**src/rtl/lbp_pkg.sv**
```systemverilog
// Shared definitions for the LBP fetch scheduler: FSM encoding, window slot indices
// and the slot-to-(dr,dc) offset table used to generate neighbourhood read addresses.
package lbp_pkg;

  localparam int IMG_LOG2_DEF = 7;

  typedef enum logic [2:0] {S_IDLE, S_FILL, S_SLIDE, S_EMIT, S_DONE} state_t;

  // Slot k = 3*dr + dc relative to (row-1, col-1)
  localparam logic [3:0] K_TL = 4'd0;
  localparam logic [3:0] K_TR = 4'd2;
  localparam logic [3:0] K_C  = 4'd4;
  localparam logic [3:0] K_BR = 4'd8;

  localparam logic [3:0] FILL_LAST  = 4'd8;
  localparam logic [3:0] SLIDE_LAST = 4'd2;

  typedef struct packed {
    logic [1:0] dr;
    logic [1:0] dc;
  } slot_off_t;

  function automatic slot_off_t slot_off(input logic [3:0] k);
    case (k)
      4'd0:    return '{dr: 2'd0, dc: 2'd0};
      4'd1:    return '{dr: 2'd0, dc: 2'd1};
      4'd2:    return '{dr: 2'd0, dc: 2'd2};
      4'd3:    return '{dr: 2'd1, dc: 2'd0};
      4'd5:    return '{dr: 2'd1, dc: 2'd2};
      4'd6:    return '{dr: 2'd2, dc: 2'd0};
      4'd7:    return '{dr: 2'd2, dc: 2'd1};
      4'd8:    return '{dr: 2'd2, dc: 2'd2};
      default: return '{dr: 2'd1, dc: 2'd1};
    endcase
  endfunction

endpackage

```
**src/rtl/lbp_win_regs.sv**
```systemverilog
// 3x3 pixel window register: column shift for the sliding window plus a single
// slot write port fed by the read-return pipe.
module lbp_win_regs
  import lbp_pkg::*;
#(
  parameter int PIX_W = 8
) (
  input  logic               clk,
  input  logic               reset,
  input  logic               shift_en,
  input  logic               wr_en,
  input  logic [3:0]         wr_slot,
  input  logic [PIX_W-1:0]   wr_data,
  output logic [9*PIX_W-1:0] win_data
);

  logic [PIX_W-1:0] slot_q [9];

  // NOTE: the slots are a small register array, not a RAM, so they take the reset
  // like any other flop; this keeps win_data at zero out of reset.
  always_ff @(posedge clk or posedge reset) begin
    if (reset) begin
      for (int k = 0; k < 9; k++) slot_q[k] <= '0;
    end else begin
      if (shift_en) begin
        for (int r = 0; r < 3; r++) begin
          slot_q[3*r]   <= slot_q[3*r+1];
          slot_q[3*r+1] <= slot_q[3*r+2];
        end
      end
      if (wr_en && (wr_slot <= K_BR)) slot_q[wr_slot] <= wr_data;
    end
  end

  for (genvar k = 0; k < 9; k++) begin : g_pack
    assign win_data[PIX_W*k +: PIX_W] = slot_q[k];
  end

endmodule

```
**src/rtl/lbp_fetch_sched.sv**
```systemverilog
// Raster-scan fetch scheduler: walks the image, issues gray-memory reads to build
// each 3x3 window and hands windows downstream over valid/ready.
module lbp_fetch_sched
  import lbp_pkg::*;
#(
  parameter int IMG_LOG2 = IMG_LOG2_DEF,
  parameter int PIX_W    = 8
) (
  input  logic                  clk,
  input  logic                  reset,
  input  logic                  gray_ready,
  output logic                  gray_req,
  output logic [2*IMG_LOG2-1:0] gray_addr,
  input  logic [PIX_W-1:0]      gray_data,
  output logic                  win_valid,
  input  logic                  win_ready,
  output logic [2*IMG_LOG2-1:0] win_addr,
  output logic                  win_edge,
  output logic [9*PIX_W-1:0]    win_data,
  output logic                  finish
);

  localparam logic [IMG_LOG2-1:0] LAST = '1;

  state_t              state;
  logic [IMG_LOG2-1:0] row, col;
  logic [3:0]          cnt, cur_slot, rd_slot;
  logic                rd_vld;
  logic                is_border, dispatch, shift_en;

  function automatic logic [2*IMG_LOG2-1:0] slot_addr(input logic [IMG_LOG2-1:0] r,
                                                       input logic [IMG_LOG2-1:0] c,
                                                       input logic [3:0]          k);
    slot_off_t           o;
    logic [IMG_LOG2-1:0] ar, ac;
    o  = slot_off(k);
    ar = r + IMG_LOG2'(o.dr) - IMG_LOG2'(1);
    ac = c + IMG_LOG2'(o.dc) - IMG_LOG2'(1);
    return {ar, ac};
  endfunction

  assign is_border = (row == '0) || (row == LAST) || (col == '0) || (col == LAST);
  // NOTE: the EMIT cycle with win_valid low is the dispatch slot after a handshake;
  // win_valid itself is a flop, so win_ready never reaches it combinationally.
  assign dispatch  = ((state == S_IDLE) && gray_ready) || ((state == S_EMIT) && !win_valid);
  assign shift_en  = (state == S_SLIDE) && (cnt == '0);

  // NOTE: all state below uses non-blocking assignments so every flop samples
  // pre-edge values; reset is asynchronous and aborts any frame in progress.
  always_ff @(posedge clk or posedge reset) begin
    if (reset) begin
      state     <= S_IDLE;
      row       <= '0;
      col       <= '0;
      cnt       <= '0;
      cur_slot  <= '0;
      rd_slot   <= '0;
      rd_vld    <= 1'b0;
      gray_req  <= 1'b0;
      gray_addr <= '0;
      win_valid <= 1'b0;
      win_edge  <= 1'b0;
      win_addr  <= '0;
      finish    <= 1'b0;
    end else begin
      rd_vld  <= gray_req;
      rd_slot <= cur_slot;
      if (dispatch) begin
        win_addr <= {row, col};
        win_edge <= is_border;
        cnt      <= '0;
        if (is_border) begin
          state     <= S_EMIT;
          win_valid <= 1'b1;
        end else if (col == IMG_LOG2'(1)) begin
          state     <= S_FILL;
          gray_req  <= 1'b1;
          cur_slot  <= K_TL;
          gray_addr <= slot_addr(row, col, K_TL);
        end else begin
          state     <= S_SLIDE;
          gray_req  <= 1'b1;
          cur_slot  <= K_TR;
          gray_addr <= slot_addr(row, col, K_TR);
        end
      end else begin
        case (state)
          S_FILL: begin
            if (cnt < FILL_LAST) begin
              cnt       <= cnt + 4'd1;
              cur_slot  <= cur_slot + 4'd1;
              gray_addr <= slot_addr(row, col, cur_slot + 4'd1);
            end else if (cnt == FILL_LAST) begin
              gray_req <= 1'b0;
              cnt      <= cnt + 4'd1;
            end else begin
              state     <= S_EMIT;
              win_valid <= 1'b1;
            end
          end
          S_SLIDE: begin
            // Only the right column is fetched: slots 2, 5, 8
            if (cnt < SLIDE_LAST) begin
              cnt       <= cnt + 4'd1;
              cur_slot  <= cur_slot + 4'd3;
              gray_addr <= slot_addr(row, col, cur_slot + 4'd3);
            end else if (cnt == SLIDE_LAST) begin
              gray_req <= 1'b0;
              cnt      <= cnt + 4'd1;
            end else begin
              state     <= S_EMIT;
              win_valid <= 1'b1;
            end
          end
          S_EMIT: begin
            if (win_valid && win_ready) begin
              win_valid <= 1'b0;
              if ((row == LAST) && (col == LAST)) begin
                state  <= S_DONE;
                finish <= 1'b1;
              end else begin
                col <= col + IMG_LOG2'(1);
                if (col == LAST) row <= row + IMG_LOG2'(1);
              end
            end
          end
          S_IDLE:  ;
          S_DONE:  ;
          default: state <= S_IDLE;
        endcase
      end
    end
  end

  lbp_win_regs #(.PIX_W(PIX_W)) u_win_regs (
    .clk      (clk),
    .reset    (reset),
    .shift_en (shift_en),
    .wr_en    (rd_vld),
    .wr_slot  (rd_slot),
    .wr_data  (gray_data),
    .win_data (win_data)
  );

endmodule

```
**config.mk**
```make
export PLATFORM = sky130hd
export DESIGN_NAME = lbp_fetch_sched
export DESIGN_NICKNAME = d
export VERILOG_FILES = /design/src/rtl/lbp_pkg.sv /design/src/rtl/lbp_win_regs.sv /design/src/rtl/lbp_fetch_sched.sv
export SDC_FILE = /design/constraint.sdc
export NUM_CORES = 1
export LEC_CHECK = 0
export ABC_AREA = 1
export BUFFER_PORTS_ARGS = -buffer_cell sky130_fd_sc_hd__buf_2
export CORE_MARGIN = 2
export CORE_UTILIZATION = 45
export CTS_CLUSTER_DIAMETER = 100
export DETAILED_ROUTE_END_ITERATION = 12
export HOLD_SLACK_MARGIN = 0.15
export PLACE_DENSITY = 0.73
export RECOVER_POWER = 50
export SLEW_MARGIN = 10
export SYNTH_ARGS = -nofsm -noshare
export SYNTH_HDL_FRONTEND = slang
export SYNTH_HIERARCHICAL = 1
export SYNTH_SLANG_ARGS = --single-unit
```
**constraint.sdc**
```tcl
create_clock -name clk -period 3.4 [get_ports clk]
set_input_delay 0.17 -clock clk [delete_from_list [all_inputs] [get_ports clk]]
set_output_delay 0.17 -clock clk [all_outputs]
set_load 0.02 [all_outputs]
```
-- Word level (Yosys, flattened, before mapping)
Memories as Yosys holds them, arrays and structs flattened.
Index checks and enable logic that the tools add are counted.
- bits in registers: 134
- ROM bits: 128
- bits of input ports: 12
- output and inout bits: 104
- word-level logic and storage cells: 166
- memories kept: 2
- add/sub/neg operators: 21
- $lt $le $gt $ge: 5
- eq/ne operators: 24
- mux-type cells: 62
- bitwise logic cells: 3
- reductions and logical operators: 27
- memory list (memory ; depth ; bits a word ; read ports ; clocked after Yosys merged registers in ; write ports ; line ; text):
    (name not given) ; 16 ; 4 ; 1 ; 0 ; 0 ; lbp_pkg.sv:24 ; case (k)
    (name not given) ; 16 ; 4 ; 1 ; 0 ; 0 ; lbp_pkg.sv:24 ;
- operator list (cell ; count):
    4-bit two-way mux ; 21
    72-bit bitwise mux ; 1
    72-bit two-way mux ; 1
    14-bit two-way mux ; 5
    7-bit by 2-bit adder with 7-bit output ; 8
    7-bit by 1-bit subtractor with 7-bit output (second input constant) ; 8
    16-bit two-way mux ; 3
    8-bit demux with 4-bit select ; 1
    14-bit one-hot mux with 2 select lines ; 1
    3-bit two-way mux ; 7
    3-bit inequality test (second input constant) ; 6
    4-bit one-hot mux with 2 select lines ; 2
    7-bit by 1-bit adder with 7-bit output (second input constant) ; 2
    7-bit equality test (second input constant) ; 2
    7-bit zero test ; 2
    7-bit AND reduction ; 2
    1-bit two-way mux ; 13
    3-bit by 2-bit inequality test with 1-bit output (second input constant) ; 4
    3-bit one-hot mux with 4 select lines ; 1
    4-bit AND reduction ; 3
    4-bit by 1-bit adder with 4-bit output (second input constant) ; 2
    8-bit two-way mux ; 1
    7-bit by 1-bit equality test with 1-bit output (second input constant) ; 1
    1-bit logical AND ; 7
    30 further kinds ; 38

-- Logic depth before layout (Yosys ltp)
Gate-level depths: netlist (run 1).
- word-level depth: 11
- mapped depth: 23
- depth with buffers taken out: 23

-- Cells and area by module
Netlist (run 1), hierarchy kept.
- modules (own cells, without submodules) (module ; times used ; cells an instance ; area an instance (µm²) ; seq. area each (µm²)):
    lbp_fetch_sched ; 1 ; 581 ; 4519.3 ; 1551.5
    lbp_win_regs ; 1 ; 514 ; 3747.3 ; 1801.7

-- Worst setup path after synthesis (run 1)
OpenSTA, ideal clock, no wires.
- path kind: register to register
- start point: register cur_slot[0]
- end point: register gray_addr[12]
- setup time: 116 ps
- data arrival time: 2740 ps
- data required time: 3284 ps
- slack: 543 ps
- cell stages (with the launch flop): 22
- buffers on the path: 0
- clock period less this slack: 2857 ps
- cell sequence: dfrtp_1 ha_1 or2_2 nand2_1 inv_1 o21ai_0 nand2_1 ha_1 inv_1 ha_1 inv_1 fa_1 inv_1 nand3_1 nand2_1 o21ai_0 nand2_1 nand2_1 nand3_1 nand2_1 nand2_1 nand2_1
- longest elaborated chain between the ends: 10
- elaborated cells between the ends (all ways): 18
- classes of those cells: 6 x add/sub; 10 x mux; 2 x memory
- RTL lines (what ; line ; text):
    start: declaration ; lbp_fetch_sched.sv:27 ; logic [3:0] cnt, cur_slot, rd_slot;
    start signal: assignment ; lbp_fetch_sched.sv:91 ; cur_slot <= cur_slot + 4'd1;
    start signal: assignment ; lbp_fetch_sched.sv:105 ; cur_slot <= cur_slot + 4'd3;
    4-bit by 2-bit adder with 4-bit output or 4-bit by 1-bit adder with 4-bit output (tied branches) ; lbp_fetch_sched.sv:106, lbp_fetch_sched.sv:92 ;
    memory 16 x 4 bit ; - ;
    4-bit two-way mux, on equally long branches ; lbp_fetch_sched.sv:103, lbp_fetch_sched.sv:89 ;
    4-bit two-way mux ; lbp_fetch_sched.sv:87 ; case (state)
    4-bit two-way mux ; lbp_fetch_sched.sv:68 ; if (dispatch) begin
    7-bit by 2-bit adder with 7-bit output ; lbp_fetch_sched.sv:37 ; ar = r + IMG_LOG2'(o.dr) - IMG_LOG2'(1);
    7-bit by 1-bit subtractor with 7-bit output ; lbp_fetch_sched.sv:37 ;
    14-bit two-way mux, on equally long branches ; lbp_fetch_sched.sv:103, lbp_fetch_sched.sv:89 ;
    14-bit one-hot mux with 2 select lines (*) ; lbp_fetch_sched.sv:87 ;
    14-bit two-way mux (*) ; lbp_fetch_sched.sv:68 ;
    end signal: assignment ; lbp_fetch_sched.sv:84 ; gray_addr <= slot_addr(row, col, K_TR);
    end signal: assignment ; lbp_fetch_sched.sv:92 ; gray_addr <= slot_addr(row, col, cur_slot + 4'd1);
    end signal: assignment ; lbp_fetch_sched.sv:106 ; gray_addr <= slot_addr(row, col, cur_slot + 4'd3);
    end: declaration ; lbp_fetch_sched.sv:13 ; output logic [2*IMG_LOG2-1:0] gray_addr,
Mark *: on every way between the ends. The rest lies on a longest branch, timed or not. The select of a mux whose other input is x is not followed.
A chain may end at the register's enable or synchronous reset.

-- Worst setup path in the final report (run 1)
- start point: register cur_slot[1]
- end point: register gray_addr[12]
The elaborated chain is that of the path after synthesis.

==> impl_metrics.json, run 1 <==
{
  "run_status": "finished with violations",
  "violations": "max-capacitance violations, max-slew violations",
  "worstPathRequired_ns": 3.72,
  "mappedNetlistArea_um2": 8267,
  "synth_common_cells": "nand2_1, dfrtp_1, inv_1, o21ai_0, nand3_1",
  "critPathLaunchType": "flip-flop",
  "grt_max_degree": 97,
  "power_leakage_nw": 4.812,
  "cpMostUsedCell": "nand2_1",
  "worstPathBufferInverterCount": 6,
  "finish.instance_area_um2": 9587,
  "max_freq_mhz": 320.6,
  "ir_drop_uv": 720.1,
  "dr.first_iter.drc_count": 697,
  "hpwl_mm": 15.23,
  "grt_pass1_wl_mm": 36.37,
  "hold_depth": 5,
  "nets": 1277,
  "seq_area_um2": 3354,
  "fp.dieH_um": 139.5,
  "cap_violations": 2,
  "fin_crit_sh": 0.9175,
  "drive_above_1_share": 0.08476,
  "period_needed_ns": 3.119,
  "numCtsBuffers": 17,
  "rsz0062_at_grt": "no",
  "ys_seq_area_frac": 0.4056,
  "worstHoldPathType": "in2reg",
  "yosys.area.top_type_share": 0.4056,
  "grt_overflow": 0,
  "cts_tree": "built",
  "rows": 49,
  "cp.depth": 23,
  "htree_num_levels": 4,
  "cts_root_buffer": "clkbuf_16",
  "ys.warnings.count": 6,
  "port_buffers": 115,
  "utilization": 0.5337,
  "hold_viol": 0,
  "stdcell_count": 1456,
  "clock_latency_ns": 0.43,
  "relSlewSlack": -0.07121,
  "synthDistinctLibCells": 41,
  "drtAntennaViolNets": 0,
  "cp.arrival_ns": 3.44,
  "synth_edf_count": 0,
  "num_vias": 7556,
  "dp_cells": 1414,
  "worstSetupEndpointType": "flip-flop",
  "worst_pin_slew_ns": 1.607,
  "design.core.area_um2": 17960,
  "min_from": "gray_ready",
  "grt_pass1_vias": 7210,
  "final.setup.tns_ns": 0,
  "critPathKind": "reg2reg",
  "syn-num-nets": 1158,
  "cts.sinks": 134,
  "die_w_um": 139.5,
  "yosys_register_bits": 134,
  "synthFlopType": "dfrtp_1",
  "worst_path_max_delay_cell": "dfrtp_1",
  "diodes": 0,
  "pre_cts_slack_ns": 0.3026,
  "multi_input_area_um2": 4195,
  "wl_mm": 22.31,
  "start_util": 0.4602,
  "synthToLayoutAreaGrowth_pct": 15.97,
  "r2r-start": "cur_slot[1]$_DFFE_PP0P_",
  "dieArea_um2": 19470,
  "clkTransAtPathRegs_ns": 0.06,
  "wl_per_cell_um": 15.32,
  "yosysTopAreaCell": "dfrtp_1",
  "whs_ns": 0.2706,
  "r2r_end": "gray_addr[12]$_DFFE_PP0P_",
  "clock_path_buffers": 2,
  "power.density_nw_per_um2": 1153,
  "postPlaceCellArea_um2": 9011,
  "total_power_mw": 11.06,
  "postSynthCellCount": 1095,
  "fin_ws_ns": 0.2806,
  "whs_endpoint": "win_edge$_DFFE_PP0N_",
  "yosys.cell_count.top_type": "nand2_1",
  "max_stage_delay_ns": 0.45,
  "via_per_inst": 5.190,
  "ios": 116,
  "first_pass_iters": 6,
  "slew_viol_final": 85,
  "crit_chain": "ha_1, or2_2, nand2_1, inv_1, a21oi_2, inv_1, o21ai_0, inv_1, ha_1, inv_1, ha_1, inv_1, fa_1, inv_1, nand3_1, nand2_1, o21ai_0, nand2_1, nand2_1, nand3_1, nand2_1, nand2_1, nand2_1",
  "r2r_setup_slack_ns": 0.28,
  "setup_viol": 0,
  "ys_async_sr_fraction": 1.000,
  "grt_usage": 0.2313,
  "gp_congestion": 0.9176,
  "crit_fanout": 7,
  "n_fill_cell": 1711,
  "antenna_found_initial": 0,
  "post-route-drc-count": 0,
  "cp_top_family": "adder cells",
  "syn_area_per_cell_um2": 7.549,
  "synthTopCellsByArea": "dfrtp_1, nand2_1, ha_1",
  "rr_worst_depth": 23,
  "skew_ns": 0.007294
}
==> worst min-delay path, stage by stage <==
cell and delay (ns):
buf_2 0.11, nand3_2 0.09, nand2_2 0.10, nand2_2 0.13, nand2_1 0.06
==> worst max path at each step <==
stage,startpoint,endpoint,slack (ns)
global route,cur_slot[1]$_DFFE_PP0P_,gray_addr[12]$_DFFE_PP0P_,0.003
floorplan,cur_slot[0]$_DFFE_PP0P_,gray_addr[12]$_DFFE_PP0P_,0.54
CTS,cur_slot[0]$_DFFE_PP0P_,gray_addr[12]$_DFFE_PP0P_,0.28
global placement,cur_slot[0]$_DFFE_PP0P_,gray_addr[12]$_DFFE_PP0P_,0.35
detailed placement,cur_slot[0]$_DFFE_PP0P_,gray_addr[12]$_DFFE_PP0P_,0.30
finish,cur_slot[1]$_DFFE_PP0P_,gray_addr[12]$_DFFE_PP0P_,0.28
==> cell type report <==
class                   instances  share of cell area
flip-flops and latches        134              0.3499
clock inverters                15             0.01840
repair buffers                133             0.06434
well taps                     229             0.02989
inverters                     141             0.05547
multi-input cells             787              0.4376
clock buffers                  17             0.04437
==> where the power goes <==
| group | switching, mW | leakage [nW] | internal [mW] |
|---|---|---|---|
| clock network | 0.748 | 0.295 | 1.16 |
| logic | 4.25 | 2.89 | 1.91 |
| registers | 0.654 | 1.63 | 2.33 |
==> cells by family after synthesis <==
group | Yosys count | synth area share
adders and majority gates | 51 | 0.08082
buffers and inverters | 174 | 0.08794
and+or+nand+nor | 557 | 0.3029
DFF | 134 | 0.4056
xor gates and xnor gates | 22 | 0.02331
AOI/OAI and AO/OA | 157 | 0.09944
==> layer usage <==
| metal | GRT usage | routed length (µm) | vias up | share of wire |
|---|---|---|---|---|
| li1 | - | - | 3725 | - |
| met1 | 0.3083 | 9747 | 3530 | 0.44 |
| met2 | 0.3777 | 10560 | 264 | 0.47 |
| met3 | 0.03854 | 1433 | 37 | 0.064 |
| met4 | 0.09368 | 569 | 0 | 0.026 |
| met5 | 0 | 0 | - | 0 |
==> what timing repair did <==
item                                   in CTS  in global routing
setup buffers                               0                  0
setup endpoints to repair                   0                  2
endpoints found under the hold margin     117                  0
hold buffers                               10                  0
resized for setup                           0                  4
==> cells in the final DEF, fill, tap and decap left out, types with 8 or more instances in the layout <==
cell type,n
nor2_1,47
ha_1,47
nand2_1,354
nand3_1,102
dlygate4sd3_1,10
clkbuf_1,105
clkbuf_16,17
dfrtp_1,133
nor2_2,8
buf_2,10
xor2_1,19
inv_1,133
o21ai_0,116
a21oi_1,18
nand2_2,9
Note: power is estimated with default switching activity, not from simulation.
==> inputs of run 2 (changes only) <==
==> constraint.sdc (replaced) <==
create_clock -name clk -period 3.4 [get_ports clk]
set_input_delay 0.85 -clock clk [delete_from_list [all_inputs] [get_ports clk]]
set_output_delay 0.85 -clock clk [all_outputs]
set_load 0.02 [all_outputs]
==> impl_metrics.json, run 2 (synthesized netlist as in run 1, its figures left out) <==
{
  "run_status": "finished with violations",
  "violations": "max-capacitance violations, max-slew violations",
  "numCtsBuffers": 17,
  "n_fill_cell": 1734,
  "worst_path_max_delay_cell": "clkbuf_1",
  "post-cts-setup-buffers": 0,
  "gp_congestion": 0.8986,
  "wl_per_cell_um": 15.19,
  "r2r-start": "rd_slot[0]$_DFF_PP0_",
  "fp.dieH_um": 139.5,
  "num_vias": 7533,
  "slew_viol_final": 105,
  "synthToLayoutAreaGrowth_pct": 15.20,
  "min_from": "cur_slot[0]$_DFFE_PP0P_",
  "cts.sinks": 134,
  "dieArea_um2": 19470,
  "p_switching_mw": 5.540,
  "ios": 116,
  "antenna_found_initial": 0,
  "final.setup.tns_ns": 0,
  "port_buffers": 115,
  "finish.instance_area_um2": 9523,
  "fin_crit_sh": 0.9257,
  "design.core.area_um2": 17960,
  "p_comb_frac": 0.564,
  "period_needed_ns": 3.147,
  "internal_power_mw": 5.491,
  "via_per_inst": 5.220,
  "multi_input_area_um2": 4188,
  "hpwl_mm": 15.20,
  "seq_area_um2": 3354,
  "skew_ns": 0.01066,
  "grt_usage": 0.2295,
  "critPathLaunchType": "flip-flop",
  "mostFrequentLayoutCells": "nand2_1, dfrtp_1, inv_1, o21ai_0, nand3_1",
  "clkTransAtPathRegs_ns": 0.06,
  "hold_viol": 0,
  "cts-resized-gates": 0,
  "power.density_nw_per_um2": 1158,
  "cpMostUsedCell": "nand2_1",
  "drtAntennaViolNets": 0,
  "critPathKind": "reg2reg",
  "cp.arrival_ns": 3.45,
  "worstPathRequired_ns": 3.70,
  "max_stage_delay_ns": 1.12,
  "first_pass_iters": 5,
  "postPlaceCellArea_um2": 9031,
  "total_power_mw": 11.03,
  "cts_root_buffer": "clkbuf_16",
  "clock_latency_ns": 0.43,
  "worstPathBufferInverterCount": 2,
  "dr.first_iter.drc_count": 652,
  "worstHoldPathType": "reg2reg",
  "rows": 49,
  "diodes": 0,
  "crit_chain": "nor2_1, nand3_2, clkbuf_1, nand2_4, buf_4, nand2_1, nand2_1",
  "post-route-drc-count": 0,
  "ir_drop_uv": 696.2,
  "max_freq_mhz": 317.7,
  "relSlewSlack": -0.3203,
  "start_util": 0.4602,
  "wl_mm": 21.92,
  "stdcell_count": 1443,
  "grt_max_degree": 97,
  "clock_path_buffers": 2,
  "crit_fanout": 39,
  "p_sw_frac": 0.5022,
  "cap_violations": 3,
  "nets": 1268,
  "power_leakage_nw": 4.944,
  "drive_above_1_share": 0.1334,
  "die_w_um": 139.5,
  "worst_pin_slew_ns": 1.980,
  "layout_commonest_cell": "nand2_1",
  "worstSetupEndpointType": "flip-flop",
  "grt_pass1_wl_mm": 35.90,
  "utilization": 0.5301,
  "cp_top_family": "buffers and inverters",
  "hold_buffers": 0,
  "pwr-share-seq": 0.269,
  "grt_overflow": 0,
  "grt_pass1_vias": 7004,
  "dp_cells": 1415,
  "htree_num_levels": 4,
  "crit_start": "rd_slot[0]$_DFF_PP0_",
  "p_clk_frac": 0.167,
  "cts_tree": "built",
  "setup_viol": 0
}
-- run 2: final timing paths --
path / slack [ns] / depth (start not counted) / endpoint
max: 0.25 / 7 / u_win_regs/win_data[48]$_DFF_PP0_
min: 0.45 / 0 / rd_slot[0]$_DFF_PP0_
max reg2reg: 0.25 / 7 / u_win_regs/win_data[48]$_DFF_PP0_
min reg2reg: 0.45 / 0 / rd_slot[0]$_DFF_PP0_
max in group asynchronous: 0.76 / 3 / u_win_regs/win_data[60]$_DFF_PP0_
min in group asynchronous: 0.54 / 2 / u_win_regs/win_data[31]$_DFF_PP0_
-- run 2: stage by stage --
step,setup WS [ns],hold slack (ns)
floorplan,0.5433,0.4081
global placement,0.3497,0.4386
detailed placement,0.2603,0.4418
CTS,0.2498,0.4401
global route,-0.008924,0.4729
finish,0.2527,0.4529
-- run 2: area by class of cell --
class | count | area share
Clock buffer | 18 | 0.04612
Inverter | 141 | 0.05584
Sequential cell | 134 | 0.3523
Tap cell | 229 | 0.03009
Multi-Input combinational cell | 787 | 0.4398
Timing Repair Buffer | 124 | 0.06188
Clock inverter | 10 | 0.01406
-- run 2: per-layer routing --
layer,wire length (µm),global-route usage
met1,9643,0.3057
met5,0,0
met3,1365,0.04370
met4,633,0.09158
met2,10280,0.3718
-- run 2: worst register-to-register path, stage by stage, from the launching register on --
cell and delay, ns:
dfrtp_1 0.49, nor2_1 0.16, nand3_2 0.09, clkbuf_1 1.12, nand2_4 0.62, buf_4 0.41
nand2_1 0.08, nand2_1 0.05
-- run 2: power by group through the flow --
stage,Sequential [mW],Clock [mW],Combinational [mW]
final,2.96,1.85,6.22
after global routing,3.06,1.93,7.06
after CTS,2.96,1.88,6.27
after detailed placement,2.98,0,6.20
after global placement,2.97,0,6.06
after floorplan,3.52,0,4.09
==> inputs of run 3 (changes only) <==
==> constraint.sdc (replaced) <==
create_clock -name clk -period 3.4 [get_ports clk]
set_input_delay 0.68 -clock clk [delete_from_list [all_inputs] [get_ports clk]]
set_output_delay 0.68 -clock clk [all_outputs]
set_load 0.02 [all_outputs]
==> impl_metrics.json, run 3 (synthesized netlist as in run 1, its figures left out) <==
{
  "run_status": "finished with violations",
  "violations": "max-capacitance violations, max-slew violations",
  "slew_viol_final": 64,
  "postPlaceCellArea_um2": 9024,
  "hold_viol": 0,
  "cts_root_buffer": "clkbuf_16",
  "worstPathBufferInverterCount": 6,
  "cp.arrival_ns": 3.44,
  "n_fill_cell": 1756,
  "cp_top_family": "adder cells",
  "period_needed_ns": 3.115,
  "crit_chain": "ha_1, or2_2, nand2_2, inv_1, a21oi_2, inv_1, o21ai_0, inv_1, ha_1, inv_1, ha_1, inv_1, fa_1, inv_1, nand3_1, nand2_1, o21ai_0, nand2_1, nand2_1, nand3_1, nand2_1, nand2_1, nand2_1",
  "max_freq_mhz": 321.0,
  "fin_crit_sh": 0.9162,
  "design.core.area_um2": 17960,
  "first_pass_iters": 5,
  "htree_num_levels": 4,
  "antenna_found_initial": 0,
  "p_switching_mw": 5.538,
  "grt_pass1_vias": 6938,
  "rr_worst_depth": 23,
  "skew_ns": 0.009647,
  "port_buffers": 115,
  "p_comb_frac": 0.565,
  "critPathLaunchType": "flip-flop",
  "clock_path_buffers": 2,
  "cts.sinks": 134,
  "num_vias": 7504,
  "drtAntennaViolNets": 0,
  "final.setup.tns_ns": 0,
  "rows": 49,
  "dp_cells": 1414,
  "start_util": 0.4602,
  "stdcell_count": 1444,
  "clkTransAtPathRegs_ns": 0.06,
  "dr.first_iter.drc_count": 526,
  "die_w_um": 139.5,
  "ios": 116,
  "pwr-share-seq": 0.270,
  "crit_fanout": 7,
  "max_stage_delay_ns": 0.44,
  "total_power_mw": 10.98,
  "wl_mm": 21.60,
  "r2r-start": "cur_slot[1]$_DFFE_PP0P_",
  "via_per_inst": 5.197,
  "grt_max_degree": 97,
  "cts_tree": "built",
  "drive_above_1_share": 0.1325,
  "utilization": 0.5295,
  "finish.instance_area_um2": 9512,
  "diodes": 0,
  "wl_per_cell_um": 14.96,
  "cp.depth": 23,
  "grt_usage": 0.2262,
  "critPathKind": "reg2reg",
  "gp_congestion": 0.8984,
  "cap_violations": 1,
  "cts-resized-gates": 0,
  "whs_ns": 0.2244,
  "relSlewSlack": -0.06263,
  "internal_power_mw": 5.447,
  "power.density_nw_per_um2": 1155,
  "fin_ws_ns": 0.2848,
  "post-route-drc-count": 0,
  "pre_cts_slack_ns": 0.2766,
  "dieArea_um2": 19470,
  "layout_commonest_cell": "nand2_1",
  "mostFrequentLayoutCells": "nand2_1, inv_1, dfrtp_1, o21ai_0, nand3_1",
  "p_clk_frac": 0.165,
  "hpwl_mm": 15.11,
  "worstSetupEndpointType": "flip-flop",
  "r2r_end": "gray_addr[12]$_DFFE_PP0P_",
  "synthToLayoutAreaGrowth_pct": 15.06,
  "grt_overflow": 0,
  "r2r_setup_slack_ns": 0.28,
  "fp.dieH_um": 139.5,
  "power_leakage_nw": 4.940,
  "worst_path_max_delay_cell": "dfrtp_1",
  "numCtsBuffers": 17,
  "worstPathRequired_ns": 3.72,
  "worst_pin_slew_ns": 1.594,
  "p_sw_frac": 0.5042,
  "hold_buffers": 0,
  "rsz0062_at_grt": "no",
  "ir_drop_uv": 743.9,
  "nets": 1267,
  "setup_viol": 0,
  "worstHoldPathType": "in2async",
  "clock_latency_ns": 0.43,
  "grt_pass1_wl_mm": 35.47,
  "post-cts-setup-buffers": 0
}
-- run 3: worst max path at each step --
| stage | start | endpoint | slack [ns] |
|---|---|---|---|
| final | cur_slot[1]$_DFFE_PP0P_ | gray_addr[12]$_DFFE_PP0P_ | 0.28 |
| after detailed placement | cur_slot[0]$_DFFE_PP0P_ | gray_addr[12]$_DFFE_PP0P_ | 0.28 |
| after global placement | cur_slot[0]$_DFFE_PP0P_ | gray_addr[12]$_DFFE_PP0P_ | 0.35 |
| after global routing | cur_slot[1]$_DFFE_PP0P_ | gray_addr[12]$_DFFE_PP0P_ | 0.01 |
| after CTS | cur_slot[0]$_DFFE_PP0P_ | gray_addr[12]$_DFFE_PP0P_ | 0.24 |
| after floorplan | cur_slot[0]$_DFFE_PP0P_ | gray_addr[12]$_DFFE_PP0P_ | 0.54 |
-- run 3: power by group through the flow --
stage	Combinational (mW)	Clock [mW]	Sequential, mW
4_1_cts	6.26	1.83	2.97
2_1_floorplan	4.09	0	3.52
3_5_place_dp	6.21	0	2.98
3_3_place_gp	6.07	0	2.98
5_1_grt	7.01	1.90	3.07
6_report	6.20	1.81	2.97
-- run 3: worst register-to-register path: stages, from the launching register on --
cell and delay [ns]:
dfrtp_1 0.44, ha_1 0.23, or2_2 0.30, nand2_2 0.10, inv_1 0.10, a21oi_2 0.15
inv_1 0.08, o21ai_0 0.08, inv_1 0.06, ha_1 0.18, inv_1 0.05, ha_1 0.15
inv_1 0.05, fa_1 0.35, inv_1 0.08, nand3_1 0.08, nand2_1 0.06, o21ai_0 0.13
nand2_1 0.10, nand2_1 0.05, nand3_1 0.06, nand2_1 0.06, nand2_1 0.05, nand2_1 0.04
-- run 3: cell type report --
class / instances / area [µm²] / area share
multi-input cells: 787 / 4190 / 0.4405
flip-flops and latches: 134 / 3354 / 0.3527
repair buffers: 123 / 584.3 / 0.06143
inverters: 141 / 531.8 / 0.05591
clock buffers: 22 / 464.2 / 0.04880
well taps: 229 / 286.5 / 0.03012
clock inverters: 8 / 100.1 / 0.01052
-- run 3: metal layers --
| metal | routed length, µm | share of wire | global-route usage | vias to the layer above |
|---|---|---|---|---|
| li1 | - | - | - | 3706 |
| met1 | 9520 | 0.44 | 0.3015 | 3528 |
| met2 | 10400 | 0.48 | 0.3769 | 241 |
| met3 | 1334 | 0.062 | 0.04405 | 29 |
| met4 | 343 | 0.016 | 0.06684 | 0 |
| met5 | 0 | 0 | 0 | - |
